### src/rtl/costas_pkg.sv
// Shared types, default widths and helpers for the Costas carrier loop filter.
// Latency: n/a (declarations only).
// Backpressure: n/a.
package costas_pkg;

  // Discriminator/filter sequencer states, one cycle each.
  typedef enum logic [1:0] {
    IDLE = 2'd0,
    DISC = 2'd1,
    FILT = 2'd2,
    OUT  = 2'd3
  } state_e;

  localparam int          SUM_W_DEF   = 14;
  localparam int          FREQ_W_DEF  = 32;
  localparam logic [31:0] NCO_NOM_DEF = 32'h1E00_0000;

  // Clamp a sign-extended value into [lo, hi]; callers size-cast the result
  // back down to the width of their own destination.
  function automatic logic signed [63:0] sat_signed(
    input logic signed [63:0] v,
    input logic signed [63:0] lo,
    input logic signed [63:0] hi
  );
    if (v > hi) return hi;
    if (v < lo) return lo;
    return v;
  endfunction

endpackage

### src/rtl/costas_loop_filter_if.sv
// I/Q dump input and NCO frequency-word output bundle for the loop filter.
// Latency: n/a (wires only).
// Backpressure: none; dumps that arrive while the filter is busy are dropped.
interface costas_loop_filter_if
  import costas_pkg::*;
#(
  parameter int SUM_W  = SUM_W_DEF,
  parameter int FREQ_W = FREQ_W_DEF
);
  logic                     sum_valid;
  logic signed [SUM_W-1:0]  i_sum;
  logic signed [SUM_W-1:0]  q_sum;
  logic        [FREQ_W-1:0] freq_word;
  logic                     freq_valid;

  // Accumulator side: produces dumps, consumes the frequency word.
  modport master (
    output sum_valid, i_sum, q_sum,
    input  freq_word, freq_valid
  );

  // Loop filter side.
  modport slave (
    input  sum_valid, i_sum, q_sum,
    output freq_word, freq_valid
  );
endinterface

### src/rtl/costas_lock_detect.sv
// Carrier lock detector: counts consecutive dumps with |I| > 2|Q| while closed loop.
// Latency: lock updates on the same edge that publishes the frequency word.
// Backpressure: none; evaluated once per accepted dump via upd_i.
module costas_lock_detect #(
  parameter int SUM_W    = 14,
  parameter int LOCK_CNT = 8
) (
  input  logic                    clk,
  input  logic                    rst,
  input  logic                    upd_i,
  input  logic                    loop_en_i,
  input  logic signed [SUM_W-1:0] i_i,
  input  logic signed [SUM_W-1:0] q_i,
  output logic                    lock_o
);
  localparam int MAG_W = SUM_W + 2;
  localparam int CNT_W = $clog2(LOCK_CNT + 1);
  localparam logic [CNT_W-1:0] CNT_MAX = CNT_W'(LOCK_CNT);

  logic signed [MAG_W-1:0] mag_i, mag_q;
  logic                    qual;
  logic [CNT_W-1:0]        cnt_q, cnt_d;
  logic                    lock_q;

  // Magnitudes are widened so |most-negative| and 2|q| both fit.
  always_comb begin
    mag_i = MAG_W'(i_i);
    mag_q = MAG_W'(q_i);
    if (i_i < 0) mag_i = -mag_i;
    if (q_i < 0) mag_q = -mag_q;
    qual  = (mag_i > (mag_q <<< 1)) && loop_en_i;
    cnt_d = cnt_q;
    if (upd_i) begin
      if (!qual)                cnt_d = '0;
      else if (cnt_q != CNT_MAX) cnt_d = cnt_q + 1'b1;
    end
  end

  // Saturating run counter; lock follows it so it drops on the first miss.
  always_ff @(posedge clk or posedge rst) begin
    if (rst) begin
      cnt_q  <= '0;
      lock_q <= 1'b0;
    end else begin
      cnt_q  <= cnt_d;
      lock_q <= (cnt_d == CNT_MAX);
    end
  end

  assign lock_o = lock_q;
endmodule

### src/rtl/costas_loop_filter.sv
// Costas loop filter: err = sign(I)*Q through a PI filter into an NCO frequency word.
// Latency: sum_valid in cycle N gives freq_valid in N+3; one dump per 4 cycles.
// Backpressure: none; dumps arriving while busy are dropped and set sticky overrun.
// Optional lock detector enabled by defining COSTAS_LOCK_DET_EN.
module costas_loop_filter
  import costas_pkg::*;
#(
  parameter int                SUM_W    = SUM_W_DEF,
  parameter int                FREQ_W   = FREQ_W_DEF,
  parameter int                INT_W    = 32,
  parameter int                KP_SHIFT = 6,
  parameter int                KI_SHIFT = 2,
  parameter longint            INT_LIM  = 64'sd268435456,
  parameter logic [FREQ_W-1:0] NCO_NOM  = FREQ_W'(NCO_NOM_DEF),
  parameter int                LOCK_CNT = 8
) (
  input  logic                 clk,
  input  logic                 rst,
  input  logic                 loop_en,
  costas_loop_filter_if.slave  bus,
  output logic                 overrun,
  output logic                 busy,
  output logic                 lock
);
  localparam int ERR_W  = SUM_W + 1;
  localparam int ISUM_W = INT_W + 1;
  localparam int ACC_W  = FREQ_W + 2;
  localparam logic signed [ACC_W-1:0] NOM_ACC  = ACC_W'(NCO_NOM);
  localparam longint                  FREQ_MAX = (64'sd1 <<< FREQ_W) - 64'sd1;

  state_e                   state_q;
  logic                     i_neg_q;
  logic signed [SUM_W-1:0]  q_q;
  logic signed [ERR_W-1:0]  err_q, err_d;
  logic signed [INT_W-1:0]  integ_q, integ_d;
  logic signed [ISUM_W-1:0] integ_sum;
  logic signed [ACC_W-1:0]  acc;
  logic        [FREQ_W-1:0] freq_word_q, freq_d;
  logic                     freq_valid_q;
  logic                     overrun_q;
  logic                     busy_q;
`ifdef COSTAS_LOCK_DET_EN
  logic signed [SUM_W-1:0]  i_q;
`endif

  // Phase discriminator: one extra bit so negating the most-negative Q is exact.
  always_comb begin
    err_d = ERR_W'(q_q);
    if (i_neg_q) err_d = -ERR_W'(q_q);
  end

  // PI filter; loop_en is sampled here so a change mid-dump applies from FILT.
  always_comb begin
    integ_sum = ISUM_W'(integ_q) + (ISUM_W'(err_q) <<< KI_SHIFT);
    integ_d   = '0;
    acc       = NOM_ACC;
    if (loop_en) begin
      integ_d = INT_W'(sat_signed(64'(integ_sum), -INT_LIM, INT_LIM));
      acc     = NOM_ACC + (ACC_W'(err_q) <<< KP_SHIFT) + ACC_W'(integ_d);
    end
    freq_d = FREQ_W'(sat_signed(64'(acc), 64'sd0, FREQ_MAX));
  end

  // Sequencer IDLE->DISC->FILT->OUT; the word, pulse and integrator are
  // registered leaving FILT so they are all visible during the OUT cycle.
  always_ff @(posedge clk or posedge rst) begin
    if (rst) begin
      state_q      <= IDLE;
      i_neg_q      <= 1'b0;
      q_q          <= '0;
      err_q        <= '0;
      integ_q      <= '0;
      freq_word_q  <= NCO_NOM;
      freq_valid_q <= 1'b0;
      overrun_q    <= 1'b0;
      busy_q       <= 1'b0;
`ifdef COSTAS_LOCK_DET_EN
      i_q          <= '0;
`endif
    end else begin
      freq_valid_q <= 1'b0;
      if (bus.sum_valid && (state_q != IDLE)) overrun_q <= 1'b1;
      case (state_q)
        IDLE: begin
          if (bus.sum_valid) begin
            i_neg_q <= bus.i_sum[SUM_W-1];
            q_q     <= bus.q_sum;
`ifdef COSTAS_LOCK_DET_EN
            i_q     <= bus.i_sum;
`endif
            busy_q  <= 1'b1;
            state_q <= DISC;
          end
        end
        DISC: begin
          err_q   <= err_d;
          state_q <= FILT;
        end
        FILT: begin
          integ_q      <= integ_d;
          freq_word_q  <= freq_d;
          freq_valid_q <= 1'b1;
          state_q      <= OUT;
        end
        OUT: begin
          busy_q  <= 1'b0;
          state_q <= IDLE;
        end
        default: begin
          busy_q  <= 1'b0;
          state_q <= IDLE;
        end
      endcase
    end
  end

`ifdef COSTAS_LOCK_DET_EN
  costas_lock_detect #(
    .SUM_W    (SUM_W),
    .LOCK_CNT (LOCK_CNT)
  ) u_lock (
    .clk       (clk),
    .rst       (rst),
    .upd_i     (state_q == FILT),
    .loop_en_i (loop_en),
    .i_i       (i_q),
    .q_i       (q_q),
    .lock_o    (lock)
  );
`else
  logic unused_lock_cnt;
  assign unused_lock_cnt = (LOCK_CNT != 0);
  assign lock = 1'b0;
`endif

  assign bus.freq_word  = freq_word_q;
  assign bus.freq_valid = freq_valid_q;
  assign overrun        = overrun_q;
  assign busy           = busy_q;
endmodule

### src/flat_wrapper.sv
// flat-port wrapper written by rule: the top's interface ports become plain ports
module costas_loop_filter_flat import costas_pkg::*;
#(
  parameter int                SUM_W    = SUM_W_DEF,
  parameter int                FREQ_W   = FREQ_W_DEF,
  parameter int                INT_W    = 32,
  parameter int                KP_SHIFT = 6,
  parameter int                KI_SHIFT = 2,
  parameter longint            INT_LIM  = 64'sd268435456,
  parameter logic [FREQ_W-1:0] NCO_NOM  = FREQ_W'(NCO_NOM_DEF),
  parameter int                LOCK_CNT = 8
)
  (clk, rst, loop_en, overrun, busy, lock, bus_sum_valid, bus_i_sum, bus_q_sum, bus_freq_word, bus_freq_valid);
  costas_loop_filter_if #(.SUM_W(SUM_W), .FREQ_W(FREQ_W)) bus_i ();
  input  logic clk;
  input  logic rst;
  input  logic loop_en;
  output logic overrun;
  output logic busy;
  output logic lock;
  input wire logic [$bits(bus_i.sum_valid)-1:0] bus_sum_valid;
  input wire logic [$bits(bus_i.i_sum)-1:0] bus_i_sum;
  input wire logic [$bits(bus_i.q_sum)-1:0] bus_q_sum;
  output wire logic [$bits(bus_i.freq_word)-1:0] bus_freq_word;
  output wire logic [$bits(bus_i.freq_valid)-1:0] bus_freq_valid;
  assign bus_i.sum_valid = bus_sum_valid;
  assign bus_i.i_sum = bus_i_sum;
  assign bus_i.q_sum = bus_q_sum;
  assign bus_freq_word = bus_i.freq_word;
  assign bus_freq_valid = bus_i.freq_valid;
  costas_loop_filter #(.SUM_W(SUM_W), .FREQ_W(FREQ_W), .INT_W(INT_W), .KP_SHIFT(KP_SHIFT), .KI_SHIFT(KI_SHIFT), .INT_LIM(INT_LIM), .NCO_NOM(NCO_NOM), .LOCK_CNT(LOCK_CNT)) u_core (.clk(clk), .rst(rst), .loop_en(loop_en), .bus(bus_i), .overrun(overrun), .busy(busy), .lock(lock));
endmodule
### config.mk
export PLATFORM = sky130hd
export DESIGN_NAME = costas_loop_filter_flat
export DESIGN_NICKNAME = d
export VERILOG_FILES = /design/src/rtl/costas_pkg.sv /design/src/rtl/costas_loop_filter_if.sv /design/src/rtl/costas_lock_detect.sv /design/src/rtl/costas_loop_filter.sv /design/src/flat_wrapper.sv
export SDC_FILE = /design/constraint.sdc
export NUM_CORES = 1
export LEC_CHECK = 0
export CAP_MARGIN = 20
export CELL_PAD_IN_SITES_DETAIL_PLACEMENT = 0
export CELL_PAD_IN_SITES_GLOBAL_PLACEMENT = 1
export CORE_UTILIZATION = 45
export CTS_BUF_LIST = sky130_fd_sc_hd__clkbuf_16
export CTS_CLUSTER_SIZE = 25
export DETAILED_ROUTE_END_ITERATION = 8
export PLACE_DENSITY = 0.77
export SLEW_MARGIN = 20
export SYNTH_ARGS = -nofsm -noshare
export SYNTH_HDL_FRONTEND = slang
export SYNTH_SLANG_ARGS = --single-unit
### constraint.sdc
create_clock -name clk -period 7.7 [get_ports clk]
set_input_delay 1.925 -clock clk [delete_from_list [all_inputs] [get_ports clk]]
set_output_delay 1.925 -clock clk [all_outputs]
set_load 0.02 [all_outputs]
======== Word-level counts from Yosys, hierarchy flattened ========
Cells that the tools add are included.
word-level totals
  bits in registers ....................... 99
  input port bits ......................... 32
  output and inout bits ................... 36
  logic and storage cells ................. 52
cells by class
  add/sub/neg operators ................... 4
  magnitude comparators ................... 4
  equality and inequality tests ........... 4
  muxes and demuxes ....................... 25
  reductions and logical operators ........ 6
operators by type and width
  kind                      count
  $mux W32                  10
  $gt A34 B33 Y1 const B    1
  $lt A34 B1 Y1 const B     1
  $mux W34                  1
  $add A31 B32 Y33          1
  $add A32 B17 Y33          1
  $gt A33 B30 Y1 const B    1
  $lt A33 B29 Y1 const B    1
  $add A30 B21 Y31 const A  1
  $mux W15                  1
  $neg A14 Y15              1
  $mux W1                   10
  $pmux W2 S4               1
  $eq A2 B2 Y1 const B      2
  $reduce_and A2 Y1         2
  $reduce_bool A2 Y1        2
  $eq A2 B1 Y1 const B      1
  $logic_not A2 Y1          1
  $mux W2                   1
  $ne A2 B2 Y1 const B      1
  $pmux W1 S2               1
  $logic_and A1 B1 Y1       1

======== Longest topological paths before layout ========
Gate-level depths: netlist (run 1).
  word-level depth ........................ 16
  depth in mapped cells ................... 27
  gate-level depth less buffers ........... 25

======== Worst setup path before layout (run 1) ========
No wires, ideal clock.
  path type ............................... reg-to-reg
  start point ............................. register u_core.err_q[0]
  end point ............................... register u_core.freq_word_q[31] (netlist: u_core.bus.freq_word[31])
  library setup time ...................... 0.141 ns
  data arrival time ....................... 6.281 ns
  slack ................................... 1.278 ns
  stages on the path, launching flop included .. 28
  buffers on the path ..................... 2
  period minus slack after synthesis ...... 6.422 ns
  cells stage by stage .................... dfrtp_1 > ha_1 > fa_1 > a211oi_4 > o21ai_1 > and3_1 > nor3_1 > xor2_1 > nor4b_2 > nand4b_1 > o41ai_2 > a22oi_1 > buf_2 > buf_2 > nor2_1 > ha_1 > ha_1 > fa_1 > a21o_1 > a211oi_1 > nor2_1 > o41ai_1 > o221ai_1 > nand2_1 > o21ai_0 > o41ai_1 > xor2_1 > o22ai_1
on the way
  longest elaborated chain between the ends .. 15
  elaborated cells between the ends (all ways) .. 23
  those cells by class .................... add/sub (3); order compare (4); mux (16)
RTL lines
  item                    RTL line                   source
  from (decl)             costas_loop_filter.sv:34   logic signed [ERR_W-1:0] err_q, err_d;
  from (signal assigned)  costas_loop_filter.sv:96   err_q <= err_d;
  $add A32 B17 Y33        costas_loop_filter.sv:54   integ_sum = ISUM_W'(integ_q) + (ISUM_W'(err_q) <<< KI_SHIFT);
  $lt A33 B29 Y1          costas_pkg.sv:26           if (v < lo) return lo;
  $mux W1 (2 in a row)    costas_pkg.sv:26
  $mux W1                 costas_loop_filter.sv:57   if (loop_en) begin
  $mux W32                costas_pkg.sv:27           return v;
  $mux W32                costas_pkg.sv:26
  $mux W32                costas_loop_filter.sv:57
  $add A31 B32 Y33 *      costas_loop_filter.sv:59   acc = NOM_ACC + (ACC_W'(err_q) <<< KP_SHIFT) + ACC_W'(integ_d);
  $mux W34 *              costas_loop_filter.sv:57
  $lt A34 B1 Y1           costas_pkg.sv:26
  $mux W1 (2 in a row)    costas_pkg.sv:26
  $mux W32                costas_pkg.sv:27
  $mux W32 *              costas_pkg.sv:26
  to (signal assigned)    costas_loop_filter.sv:101  freq_word_q <= freq_d;
  to (decl)               costas_loop_filter.sv:38   logic [FREQ_W-1:0] freq_word_q, freq_d;
Mark *: on every way between the ends. The rest lies on a longest branch, timed or not. The select of a mux whose other input is x is not followed.
A chain may end at the register's enable or synchronous reset.

======== Final worst setup path (run 1) ========
  start point ............................. register u_core.err_q[5]
  end point ............................... register u_core.freq_word_q[13] (netlist: u_core.bus.freq_word[13])
Same word-level chain as after synthesis.

==> results of run 1 <==
-- kinds of logic after synthesis --
kind of cell,Yosys count
fa+ha+maj,88
flops,99
simple gates,246
compound gates,260
other cells,1
buf+inv,116
xor+xnor,51
mux,22
-- layout make-up --
type,count,area (um^2)
multi-input combinational,669,4850
inverter,75,284
clock inverter,5,48.8
tap,220,275
fill,1568,7900
timing repair buffer,67,636
sequential,99,2480
clock buffer,9,225
-- what timing repair did --
action	in CTS	in global routing
endpoints found under the setup margin	0	30
hold buffers	0	0
setup buffers	0	1
gates resized for setup	0	5
-- final timing paths --
| check | from | to | slack (ns) | depth (start not counted) |
|---|---|---|---|---|
| worst min register to register | u_core.overrun | u_core.overrun | 0.48 | 1 |
| max in group asynchronous | rst | u_core.bus.freq_word[4] | 4.61 | 3 |
| worst max register to register | u_core.err_q[5] | u_core.bus.freq_word[13] | 0.46 | 23 |
| worst max-delay path | u_core.err_q[5] | u_core.bus.freq_word[13] | 0.46 | 23 |
| min in group asynchronous | rst | u_core.overrun | 2.01 | 2 |
| worst min-delay path | u_core.overrun | u_core.overrun | 0.48 | 1 |
-- sequential cells by signal, indices dropped and copies added, names as in the netlist --
name	count
u_core.bus.freq_word	32
u_core.integ_q	32
u_core.err_q	15
u_core.q_q	14
u_core.state_q	2
u_core.bus.freq_valid	1
u_core.busy	1
u_core.i_neg_q	1
u_core.overrun	1
-- metrics by stage --
step / instance area, um^2 / setup WS [ns] / hold slack (ns)
6_report: 8800 / 0.463 / 0.479
5_1_grt: 8800 / 0.0570 / 0.501
4_1_cts: 8750 / 0.269 / 0.486
3_5_place_dp: 8470 / 0.308 / 0.467
3_3_place_gp: 8470 / 0.487 / 0.449
2_1_floorplan: 7740 / 1.28 / 0.502
-- routing by layer --
| metal | vias to the layer above | wire [um] |
|---|---|---|
| met2 | 120 | 8960 |
| li1 | 3268 | - |
| met1 | 3111 | 9840 |
| met4 | 0 | 187 |
| met3 | 14 | 543 |
| met5 | - | 0 |
-- Yosys cell counts, drive strengths merged, types with 5 or more instances --
cell type / instances / area, um^2
a211o: 6 / 52.6
a211oi: 10 / 92.6
a21o: 20 / 150
a21oi: 68 / 344
a31oi: 5 / 31.3
and3: 5 / 31.3
buf: 10 / 62.6
clkbuf: 31 / 116
dfrtp: 95 / 2380
ha: 86 / 1080
inv: 75 / 282
mux2: 17 / 191
mux2i: 5 / 50.1
nand2: 64 / 240
nand2b: 12 / 75.1
nand3: 20 / 100
nand4: 14 / 87.6
nor2: 84 / 315
nor2b: 7 / 43.8
nor3: 7 / 35.0
o211ai: 10 / 75.1
o21a: 5 / 37.5
o21ai: 41 / 209
o22ai: 22 / 138
o2bb2ai: 14 / 123
o31ai: 5 / 37.5
o32ai: 19 / 181
or3: 6 / 37.5
xnor2: 22 / 193
xor2: 29 / 254
==> results.cfg, run 1 <==
[final_layout]
area_growth_pct = 13.7
nNetsFinal = 1041
final_common_cell = dfrtp_1
utilization_pct = 52.7
final_cell_mix = 95 x dfrtp_1, 85 x ha_1, 84 x nor2_1
layout.cells.non_filler = 1144
layout-drive-gt1-share_pct = 7.58
antenna_cells = 0

[grt]
grt.overflow.total = 0
grt_pass1_wl_um = 31500
top_usage_layer = met2
grt_use_total_pct = 22.2
globalRouteMet3Util_pct = 2.85
use_met2_pct = 35.7
grt_max_degree = 57
met1_usage_pct = 31.9
antenna_found_initial = 0
grt_pass1_vias = 6359

[worst_setup_path]
crit_arrival_ns = 7.50
cp_slowest_cell = a311oi_1
required_ns = 7.96
cp_top_family = compound AO/OA/AOI/OAI gates
cp-end-kind = register
crit_chain = ha_1 > o211ai_1 > a21oi_1 > a21oi_1 > a2111oi_0 > nor2_1 > a311oi_1 > o41ai_4 > a22oi_2 > nor2_1 > ha_1 > ha_1 > a211oi_1 > o31a_1 > o211a_1 > o211ai_1 > a221oi_2 > o31a_1 > a21oi_1 > xor2_1 > nand2_1 > buf_4 > o2bb2ai_1
critPathLaunchType = register
criticalPathCategory = register to register
critPathMaxFanout = 16
cpPeakStageDelay_ns = 0.78
crit_buf_inv = 1

[logic_synthesis]
ys.warnings.count = 0
synth_nets = 1003
yosys.area_share.xor_xnor_pct = 5.77
synthDistinctLibCells = 76
synth.yosys.seq_area_share_pct = 32.1
synth_adder_area_share_pct = 14.4
synth_ff_type = dfrtp_1
synth-compound-area-share_pct = 23.4
synth_async_sr_flop_share_pct = 100
syn_area_per_cell_um2 = 8.77
synthMuxAreaShare_pct = 3.12
synth_edf_count = 0
syn-cell-area_mm2 = 0.00774
ys_ff_latch = 99
syn_inst = 883
synthSimpleGateAreaFrac_pct = 15.2
synth_top_family_by_area = compound AO/OA/AOI/OAI gates

[sta]
slew_headroom_pct = 26.9
period_share_pct = 94.0
period_needed_ns = 7.24
rsz0062_at_grt = no
finalMaxSlewViolations = 0
fin_setup_tns_ns = 0
max_freq_mhz = 138
fin_skew_ns = 0.00713
worst_pin_slew_ns = 1.10
hold_violations = 0
setup_viol = 0

[routing]
drt_wl_total_um = 19500
num_vias = 6513
ant_nets = 0
wl_per_cell_um = 17.1
drc = 0
drtIter0Drc = 438
drtPass1Iterations = 5
via_per_inst = 5.69

[clock_network]
tritoncts = done
cts.clk_slew.worst_paths_ns = 0.07
clock-sinks = 99
root_buffer = clkbuf_16
htreeDepth = 3
clkLatencyLatePin_ns = 0.34
cts_inserted_buffers = 9
clock_path_buffers = 2

[place]
place_inst = 1128
gp_routability_congestion = 0.928
dpl.hpwl_um = 15000
port_buffers = 53

[floorplan]
die_area_mm2 = 0.0177
die_h_um = 133
start_util_pct = 46.3
num_rows = 47
core_area_mm2 = 0.0167
boundaryPins = 68
die_w_um = 133

[status]
outcome = completed

[run]
max_cap_violations = 0

[worst_hold_path]
hold_path_class = register to register
Power of run 1 is not shown: default switching activity piles up to over one toggle a cycle in this logic, so the estimate is an artifact.
==> run 2: changes to the inputs <==
--- a/config.mk
+++ b/config.mk
@@ -12,7 +12,9 @@
 export CTS_BUF_LIST = sky130_fd_sc_hd__clkbuf_16
 export CTS_CLUSTER_SIZE = 25
 export DETAILED_ROUTE_END_ITERATION = 8
+export GPL_TIMING_DRIVEN = 0
 export PLACE_DENSITY = 0.77
+export SKIP_LAST_GASP = 1
 export SLEW_MARGIN = 20
 export SYNTH_ARGS = -nofsm -noshare
 export SYNTH_HDL_FRONTEND = slang
==> run 2 against run 1 <==
Utilization rose by 0.90 points; first-iteration DRC count decreased by 1.4%; sequential cell count did not move; register-to-register slack worse by 0.04 ns; worst hold slack got worse by 0.016 ns; die area did not move; clock skew increased by 0.0022 ns; via count is 1.6% higher; largest cell class unchanged.
==> results.cfg, run 2 (same netlist as run 1, synthesis figures left out) <==
[final_layout]
area_growth_pct = 15.6
antenna_cells = 0
final_cell_mix = 94 x dfrtp_1, 86 x ha_1, 84 x nor2_1
fillers = 1645
final_common_cell = dfrtp_1
layout-drive-gt1-share_pct = 8.60
nNetsFinal = 1069

[sta]
period_share_pct = 94.5
setup_viol = 0
hold_slack_ns = 0.463
period_needed_ns = 7.27
hold_violations = 0
slew_headroom_pct = 54.5
rsz0062_at_grt = no
fin_skew_ns = 0.00929
worst_pin_slew_ns = 0.674
max_freq_mhz = 137
finalMaxSlewViolations = 0

[worst_setup_path]
crit_arrival_ns = 7.49
critPathLaunchType = register
cp-end-kind = register
criticalPathCategory = register to register
critPathMaxFanout = 10
required_ns = 7.91

[routing]
num_vias = 6617
ant_nets = 0
drt_wl_total_um = 20100
wl_per_cell_um = 17.1
drtPass1Iterations = 4
drc = 0
drtIter0Drc = 432
via_per_inst = 5.64

[grt]
grt_use_total_pct = 23.2
grt.overflow.total = 0
grt_pass1_wl_um = 32400
grt_pass1_vias = 6362
antenna_found_initial = 0
grt_max_degree = 66

[place]
gp_routability_congestion = 0.872
dpl.hpwl_um = 15600
port_buffers = 52

[floorplan]
core_area_mm2 = 0.0167
boundaryPins = 68
die_h_um = 133
start_util_pct = 46.3
die_area_mm2 = 0.0177
num_rows = 47
die_w_um = 133

[clock_network]
holdBufCountCts = 0
root_buffer = clkbuf_16
clkLatencyLatePin_ns = 0.35
clock-sinks = 99
tritoncts = done
cts.clk_slew.worst_paths_ns = 0.07
cts_inserted_buffers = 9
htreeDepth = 3
clock_path_buffers = 2

[worst_hold_path]
hold_path_class = register to register

[run]
max_cap_violations = 0

[status]
outcome = completed
-- run 2: per-layer routing --
layer	share of wire, %	vias to the layer above	GRT usage (%)
met5	0	-	0
met1	52	3176	34.2
met3	2.8	16	2.51
li1	-	3330	-
met2	44	95	36.1
met4	1.3	0	6.38
-- run 2: through the flow --
stage               setup WS (ns)  TNS, ns  utilization, %  area (um^2)  instances
finish                      0.427        0            53.6         8950       1174
global route               0.0106        0            53.6         8950       1174
CTS                        0.0560        0            53.3         8890       1174
floorplan                    1.28        0               -         7740        883
detailed placement         -0.613   -11.15            51.3         8570       1156
global placement           -0.509    -8.74            51.1         8540       1155
-- run 2: area by class of cell --
type | instances | area [um^2] | share of cell area [%]
inverters | 75 | 287 | 3.20
flip-flops and latches | 99 | 2490 | 27.8
clock buffers | 9 | 225 | 2.52
plain buffers | 36 | 165 | 1.85
clock inverters | 7 | 61.3 | 0.685
repair buffers | 60 | 601 | 6.71
multi-input cells | 668 | 4850 | 54.2
well taps | 220 | 275 | 3.08
-- run 2: timing repair --
action / 4_1_cts / 5_1_grt
buffers inserted: 2 / 5
endpoints found under the setup margin: 28 / 27
pin swaps: 1 / 2
gates resized for setup: 6 / 10
-- run 2: worst max-delay path: stages (launching register included) --
cell and delay, ns:
dfrtp_1 0.43, ha_1 0.25, fa_1 0.45, a211oi_4 0.37, o21ai_2 0.18, and3_1 0.25, nor3_2 0.27, xor2_1 0.26
nor4b_2 0.32, nand4b_1 0.15, o41ai_2 0.35, a22oi_1 0.14, buf_2 0.20, buf_2 0.21, nor2_1 0.11, ha_1 0.23
ha_1 0.25, fa_1 0.41, a21o_1 0.21, a211oi_1 0.24, nor2_1 0.10, o41ai_2 0.55, o221ai_1 0.32, nand2_1 0.11
o21ai_0 0.14, o41ai_1 0.36, xor2_1 0.19, o22ai_1 0.08
-- run 2: path summary, 6_finish.rpt --
| path | from | cells after the start | slack (ns) | end |
|---|---|---|---|---|
| worst max register to register | u_core.err_q[0] | 27 | 0.43 | u_core.bus.freq_word[31] |
| worst min register to register | u_core.overrun | 1 | 0.46 | u_core.overrun |
| max in group asynchronous | rst | 3 | 5.12 | u_core.err_q[8] |
| min in group asynchronous | rst | 2 | 1.93 | u_core.overrun |
| worst min-delay path | u_core.overrun | 1 | 0.46 | u_core.overrun |
| worst max-delay path | u_core.err_q[0] | 27 | 0.43 | u_core.bus.freq_word[31] |
Power of run 2 is left out for the same reason.
